`src/rtl/image_output_framer.sv`:
```
// Frames the raw image_processor pixel stream: drops pipeline-fill samples, tags SOF/EOL/EOF,
// optionally zeroes border pixels, and queues pixels in a small valid/ready FIFO.
module image_output_framer #(
  parameter int WIDTH       = 100,
  parameter int HEIGHT      = 100,
  parameter int DATA_WIDTH  = 8,
  parameter int LATENCY     = WIDTH + 2,
  parameter int FIFO_DEPTH  = 16,
  parameter bit BORDER_ZERO = 1'b1
) (
  input  logic                    clk,
  input  logic                    rst_n,
  input  logic                    frame_start,
  input  logic                    shift_en,
  input  logic [3*DATA_WIDTH-1:0] in_pixel,
  output logic                    m_valid,
  input  logic                    m_ready,
  output logic [3*DATA_WIDTH-1:0] m_data,
  output logic                    m_sof,
  output logic                    m_eol,
  output logic                    m_eof,
  output logic                    overflow,
  output logic                    busy,
  output logic                    frame_done
);

  localparam int PW = 3 * DATA_WIDTH;
  localparam int CW = (WIDTH > 1) ? $clog2(WIDTH) : 1;
  localparam int RW = (HEIGHT > 1) ? $clog2(HEIGHT) : 1;
  localparam int FW = (LATENCY > 0) ? $clog2(LATENCY + 1) : 1;
  localparam int AW = (FIFO_DEPTH > 1) ? $clog2(FIFO_DEPTH) : 1;

  localparam logic [CW-1:0] LAST_COL  = CW'(WIDTH - 1);
  localparam logic [RW-1:0] LAST_ROW  = RW'(HEIGHT - 1);
  localparam logic [FW-1:0] LAST_FILL = FW'((LATENCY > 0) ? LATENCY - 1 : 0);
  localparam logic [AW:0]   FULL_CNT  = (AW + 1)'(FIFO_DEPTH);

  typedef enum logic [1:0] {IDLE, FILL, STREAM} state_t;

  typedef struct packed {
    logic [PW-1:0] dat;
    logic          sof;
    logic          eol;
    logic          eof;
  } ent_t;

  state_t        state_q;
  logic [FW-1:0] fill_q;
  logic [RW-1:0] row_q;
  logic [CW-1:0] col_q;
  logic          overflow_q;
  logic          frame_done_q;

  ent_t          mem [FIFO_DEPTH];
  logic [AW-1:0] wptr_q, rptr_q;
  logic [AW:0]   cnt_q, cnt_d;

  logic last_col, last_row, border, pix_vld, rd, wr;
  ent_t wr_ent, head;

  assign last_col = (col_q == LAST_COL);
  assign last_row = (row_q == LAST_ROW);
  assign border   = (row_q == '0) || last_row || (col_q == '0) || last_col;

  // frame_start wins over a coincident stream sample: the counters restart instead.
  assign pix_vld = (state_q == STREAM) && shift_en && !frame_start;
  assign rd      = (cnt_q != '0) && m_ready;
  assign wr      = pix_vld && ((cnt_q != FULL_CNT) || rd);

  always_comb begin
    wr_ent     = '0;
    wr_ent.dat = (BORDER_ZERO && border) ? '0 : in_pixel;
    wr_ent.sof = (row_q == '0) && (col_q == '0);
    wr_ent.eol = last_col;
    wr_ent.eof = last_row && last_col;
  end

  always_comb begin
    cnt_d = cnt_q + {{AW{1'b0}}, wr} - {{AW{1'b0}}, rd};
  end

  always_ff @(posedge clk or negedge rst_n) begin
    if (!rst_n) begin
      state_q      <= IDLE;
      fill_q       <= '0;
      row_q        <= '0;
      col_q        <= '0;
      overflow_q   <= 1'b0;
      frame_done_q <= 1'b0;
    end else begin
      frame_done_q <= 1'b0;
      if (frame_start) begin
        row_q      <= '0;
        col_q      <= '0;
        fill_q     <= '0;
        overflow_q <= 1'b0;
        if (LATENCY == 0) begin
          state_q <= STREAM;
        end else if (shift_en && (LATENCY == 1)) begin
          state_q <= STREAM;
        end else begin
          state_q <= FILL;
          if (shift_en) fill_q <= FW'(1);
        end
      end else begin
        case (state_q)
          FILL: begin
            if (shift_en) begin
              if (fill_q == LAST_FILL) begin
                state_q <= STREAM;
                fill_q  <= '0;
              end else begin
                fill_q <= fill_q + FW'(1);
              end
            end
          end
          STREAM: begin
            if (shift_en) begin
              // Geometry advances even for dropped pixels so tags stay aligned.
              if (!wr) overflow_q <= 1'b1;
              if (last_col) begin
                col_q <= '0;
                if (last_row) begin
                  row_q        <= '0;
                  state_q      <= IDLE;
                  frame_done_q <= 1'b1;
                end else begin
                  row_q <= row_q + RW'(1);
                end
              end else begin
                col_q <= col_q + CW'(1);
              end
            end
          end
          default: ;
        endcase
      end
    end
  end

  always_ff @(posedge clk or negedge rst_n) begin
    if (!rst_n) begin
      wptr_q <= '0;
      rptr_q <= '0;
      cnt_q  <= '0;
    end else begin
      if (wr) wptr_q <= wptr_q + AW'(1);
      if (rd) rptr_q <= rptr_q + AW'(1);
      cnt_q <= cnt_d;
    end
  end

  always_ff @(posedge clk) begin
    if (wr) mem[wptr_q] <= wr_ent;
  end

  assign head       = mem[rptr_q];
  assign m_valid    = (cnt_q != '0);
  assign m_data     = m_valid ? head.dat : '0;
  assign m_sof      = m_valid & head.sof;
  assign m_eol      = m_valid & head.eol;
  assign m_eof      = m_valid & head.eof;
  assign overflow   = overflow_q;
  assign busy       = (state_q != IDLE);
  assign frame_done = frame_done_q;

endmodule
```
`config.mk`:
```
export PLATFORM = sky130hd
export DESIGN_NAME = image_output_framer
export DESIGN_NICKNAME = d
export VERILOG_FILES = /design/src/rtl/image_output_framer.sv
export SDC_FILE = /design/constraint.sdc
export NUM_CORES = 1
export LEC_CHECK = 0
export ABC_AREA = 1
export CORE_UTILIZATION = 35
export CTS_CLUSTER_SIZE = 12
export DETAILED_ROUTE_END_ITERATION = 16
export SLEW_MARGIN = 20
export SYNTH_ARGS = -nofsm -noshare
export SYNTH_HDL_FRONTEND = slang
export SYNTH_SLANG_ARGS = --single-unit
```
`constraint.sdc`:
```
create_clock -name clk -period 2.63 [get_ports clk]
set_clock_uncertainty 0.15 [all_clocks]
set_input_delay 0.263 -clock clk [delete_from_list [all_inputs] [get_ports clk]]
set_output_delay 0.263 -clock clk [all_outputs]
set_load 0.01 [all_outputs]
```
==> flow_metrics.py <==
metrics = {
    "run_status": {
        "status": "finished, violations left",
        "violations": "negative setup slack",
    },
    "synth": {
        "ys_async_sr_fraction_pct": 8.09,
        "postSynthAreaPerCell_um2": 11.2,
        "yosys-top-cells-area": "edfxtp_1 66%, nand2_1 11%, nand3_1 8.7%, dfrtp_1 4.8%, inv_1 1.2%",
        "synth.net_count": 1808,
        "yosys_most_used_dff": "edfxtp_1",
        "syn-cell-area_um2": 19700,
        "ys_seq_area_share_pct": 70.5,
        "synth-edff-count": 432,
        "ys_types": 34,
        "yosysWarnings": 0,
        "syn_inst": 1761,
        "synth_top_cell_area_share_pct": 65.7,
        "synth_top_area_cell": "edfxtp_1",
        "ys_ff_latch": 470,
    },
    "power_and_ir_drop": {
        "ir_worst_vdd_uv": 752,
        "powerDensity_nw_per_um2": 1060,
        "leakage_nw": 9.73,
    },
    "worst_setup_path": {
        "worstPathArrival_ps": 2370,
        "slowest_delay_ps": 490,
        "worst_ep_required_time_ps": 2220,
        "critPathCaptureType": "primary output",
        "start_kind": "flip-flop",
        "cpLargestDelayFamily": "buffers and inverters",
        "slowest_stage": "dfrtp_4",
        "crit_type": "reg -> out",
        "crit_chain": "buf_12, inv_16, buf_12, buf_12, buf_4, nand2_2, nand3_2, nand3_2, nand2_2, nand2_2, a21oi_4, buf_6",
        "critical_path_buf_inv_count": 6,
        "cp_max_fo": 6,
    },
    "sta": {
        "tightest_slew_ps": 890,
        "layout_setup_ws_ps": -155,
        "drv_slew": 0,
        "period_share_pct": 106,
        "final-hold-violation-count": 0,
        "maxSlewHeadroom_pct": 40.4,
        "fin_crit_ps": 2780,
        "max_freq_ghz": 0.359,
        "setup_tns_ps": -1780,
        "setup_viol": 25,
        "grt_setup_unrepaired": "true",
    },
    "flow_run": {
        "drv_cap": 0,
    },
    "placed_design": {
        "place_congestion": 0.748,
        "dp.cells": 2551,
        "io_buffers": 59,
        "dpl-instance-area_um2": 22000,
        "dp_hpwl_um": 25100,
    },
    "clock_network": {
        "clkTransAtPathRegs_ps": 60,
        "cts_tree": "done",
        "cts_htree_levels": 2,
        "cts_buffer_depth": 3,
        "clock-sinks": 470,
        "cts_buffers": 51,
        "clkLatencyLatePin_ps": 590,
        "root_buffer": "clkbuf_16",
    },
    "detailed_routing": {
        "drt-wirelength-per-cell_um": 19.9,
        "vias": 13700,
        "ant_nets": 0,
        "detail_route.vias_per_cell": 5.08,
        "drtIter0Drc": 1157,
        "drtPass1Iterations": 5,
        "drc": 0,
        "totalWireLength_um": 53700,
    },
    "worst_hold_path": {
        "min-delay-path-class": "in -> async",
    },
    "final_layout": {
        "multiInputGateArea_um2": 5920,
        "area_delta_synth_final_pct": 29.1,
        "stdcell_area_um2": 25500,
        "final_util_pct": 46.0,
        "area.sequential_um2": 13900,
        "final-instance-count-excl-fill": 2698,
        "nets": 1958,
        "antennaDiodeCount": 0,
        "layout-drive-gt1-share_pct": 22.5,
        "fillers": 4928,
    },
    "floorplanning": {
        "die_w_um": 240,
        "rows": 86,
        "core_area_um2": 55400,
        "io_pins": 60,
        "start_util_pct": 35.6,
        "die_area_um2": 57400,
        "dieHeight_um": 240,
    },
    "global_routing": {
        "grt_max_degree": 61,
        "grt-ovfl-total": 0,
        "grt_pass1_vias": 13500,
        "antenna_found_initial": 0,
        "grt_pass1_wl_um": 79700,
        "grtUsageTotal_pct": 18.4,
    },
}
## through the flow
stage | hold slack [ps] | power, mW | worst slack, ps
2_1_floorplan | -183 | 13.7 | -221
3_3_place_gp | 151 | 17.2 | -80.8
3_5_place_dp | 155 | 17.3 | -157
4_1_cts | 63.0 | 26.3 | -109
5_1_grt | 88.4 | 28.4 | -222
6_report | 66.3 | 27.1 | -155
## cell usage in the layout (no fill, tap or decap), drive strengths merged
cell type | Yosys | layout
nand2 | 608 | 608
edfxtp | 432 | 432
nand3 | 343 | 343
buf | 63 | 146
clkbuf | 30 | 76
inv | 68 | 69
nor2 | 62 | 62
dfrtp | 38 | 38
a21oi | 33 | 33
clkdlybuf4s50 | 0 | 31
o21ai | 24 | 24
clkinv | 1 | 20
ha | 17 | 17
xor2 | 13 | 13
nand4 | 9 | 9
nor3 | 6 | 6
bufbuf | 0 | 4
and3 | 2 | 2
o31ai | 2 | 2
o21bai | 2 | 2
xnor2 | 2 | 2
clkinvlp | 0 | 2
bufinv | 0 | 2
nand3b | 1 | 1
o211ai | 1 | 1
or2 | 1 | 1
o22ai | 1 | 1
nor3b | 1 | 1
fa | 1 | 1
dlygate4sd3 | 0 | 1
## what timing repair did
action / 4_1_cts / 5_1_grt
endpoints found under the hold margin: 21 / 0
resized for setup: 236 / 134
gates cloned: 25 / 6
pin swaps: 47 / 70
setup endpoints to repair: 44 / 365
setup buffers: 18 / 9
hold buffers: 1 / 0
## final cells by class
type,count,area share [%]
Timing Repair Buffer,188,11.0
Clock buffer,70,5.53
Inverter,69,1.13
Clock inverter,22,0.712
Timing Repair inverter,2,0.128
Tap cell,748,3.67
Multi-Input combinational cell,1129,23.2
Sequential cell,470,54.6
## path summary, 6_finish.rpt
path | startpoint | end | slack (ps) | cells past startpoint
worst max-delay path | rptr_q[0] | m_data[22] | -150 | 12
worst min-delay path | rst_n | rptr_q[1] | 70 | 2
worst max register to register | col_q[0] | mem[2][16] | 130 | 7
worst min register to register | state_q[0] | state_q[0] | 330 | 2
max in group asynchronous | rst_n | col_q[5] | 1560 | 3
min in group clk | m_ready | overflow | 280 | 4
## synthesized netlist by cell type (all sizes together), types with 2 or more instances
| cell type | n |
|---|---|
| nand2 | 608 |
| edfxtp | 432 |
| nand3 | 343 |
| inv | 68 |
| buf | 63 |
| nor2 | 62 |
| dfrtp | 38 |
| a21oi | 33 |
| clkbuf | 30 |
| o21ai | 24 |
| ha | 17 |
| xor2 | 13 |
| nand4 | 9 |
| nor3 | 6 |
| and3 | 2 |
| o21bai | 2 |
| o31ai | 2 |
| xnor2 | 2 |
## registers in the layout (all words and copies together) (netlist names)
register	count
cnt_q	5
col_q	7
fill_q	7
frame_done	1
mem	432
overflow	1
row_q	7
rptr_q	4
state_q	2
wptr_q	4
## power by group
part	leakage, nW	switching, mW	internal, mW	total (mW)
Sequential	4.54	0.144	8.33	8.48
Combinational	4.43	6.59	5.21	11.8
Clock	0.769	2.88	3.93	6.82
## logic make-up (layout without fill, tap and decap cells)
logic type                 Yosys count  after routing  share of synthesized area (%)
AOI/OAI and AO/OA                   63             63                           1.74
adders and majority gates           18             18                           1.18
xor gates and xnor gates            15             15                          0.665
buffers and inverters              162            351                           3.67
and+or+nand+nor                   1033           1033                           22.2
DFF                                470            470                           70.5
## routing by layer
metal  vias to the layer above  wire length [um]  track usage [%]
met4                         0              1530             5.77
met2                       414             26000             30.9
met1                      6777             23000             24.3
li1                       6401                 -                -
met3                       109              3160             3.08
met5                         -                 0                0
No activity file was read; power rests on OpenSTA's default activity.
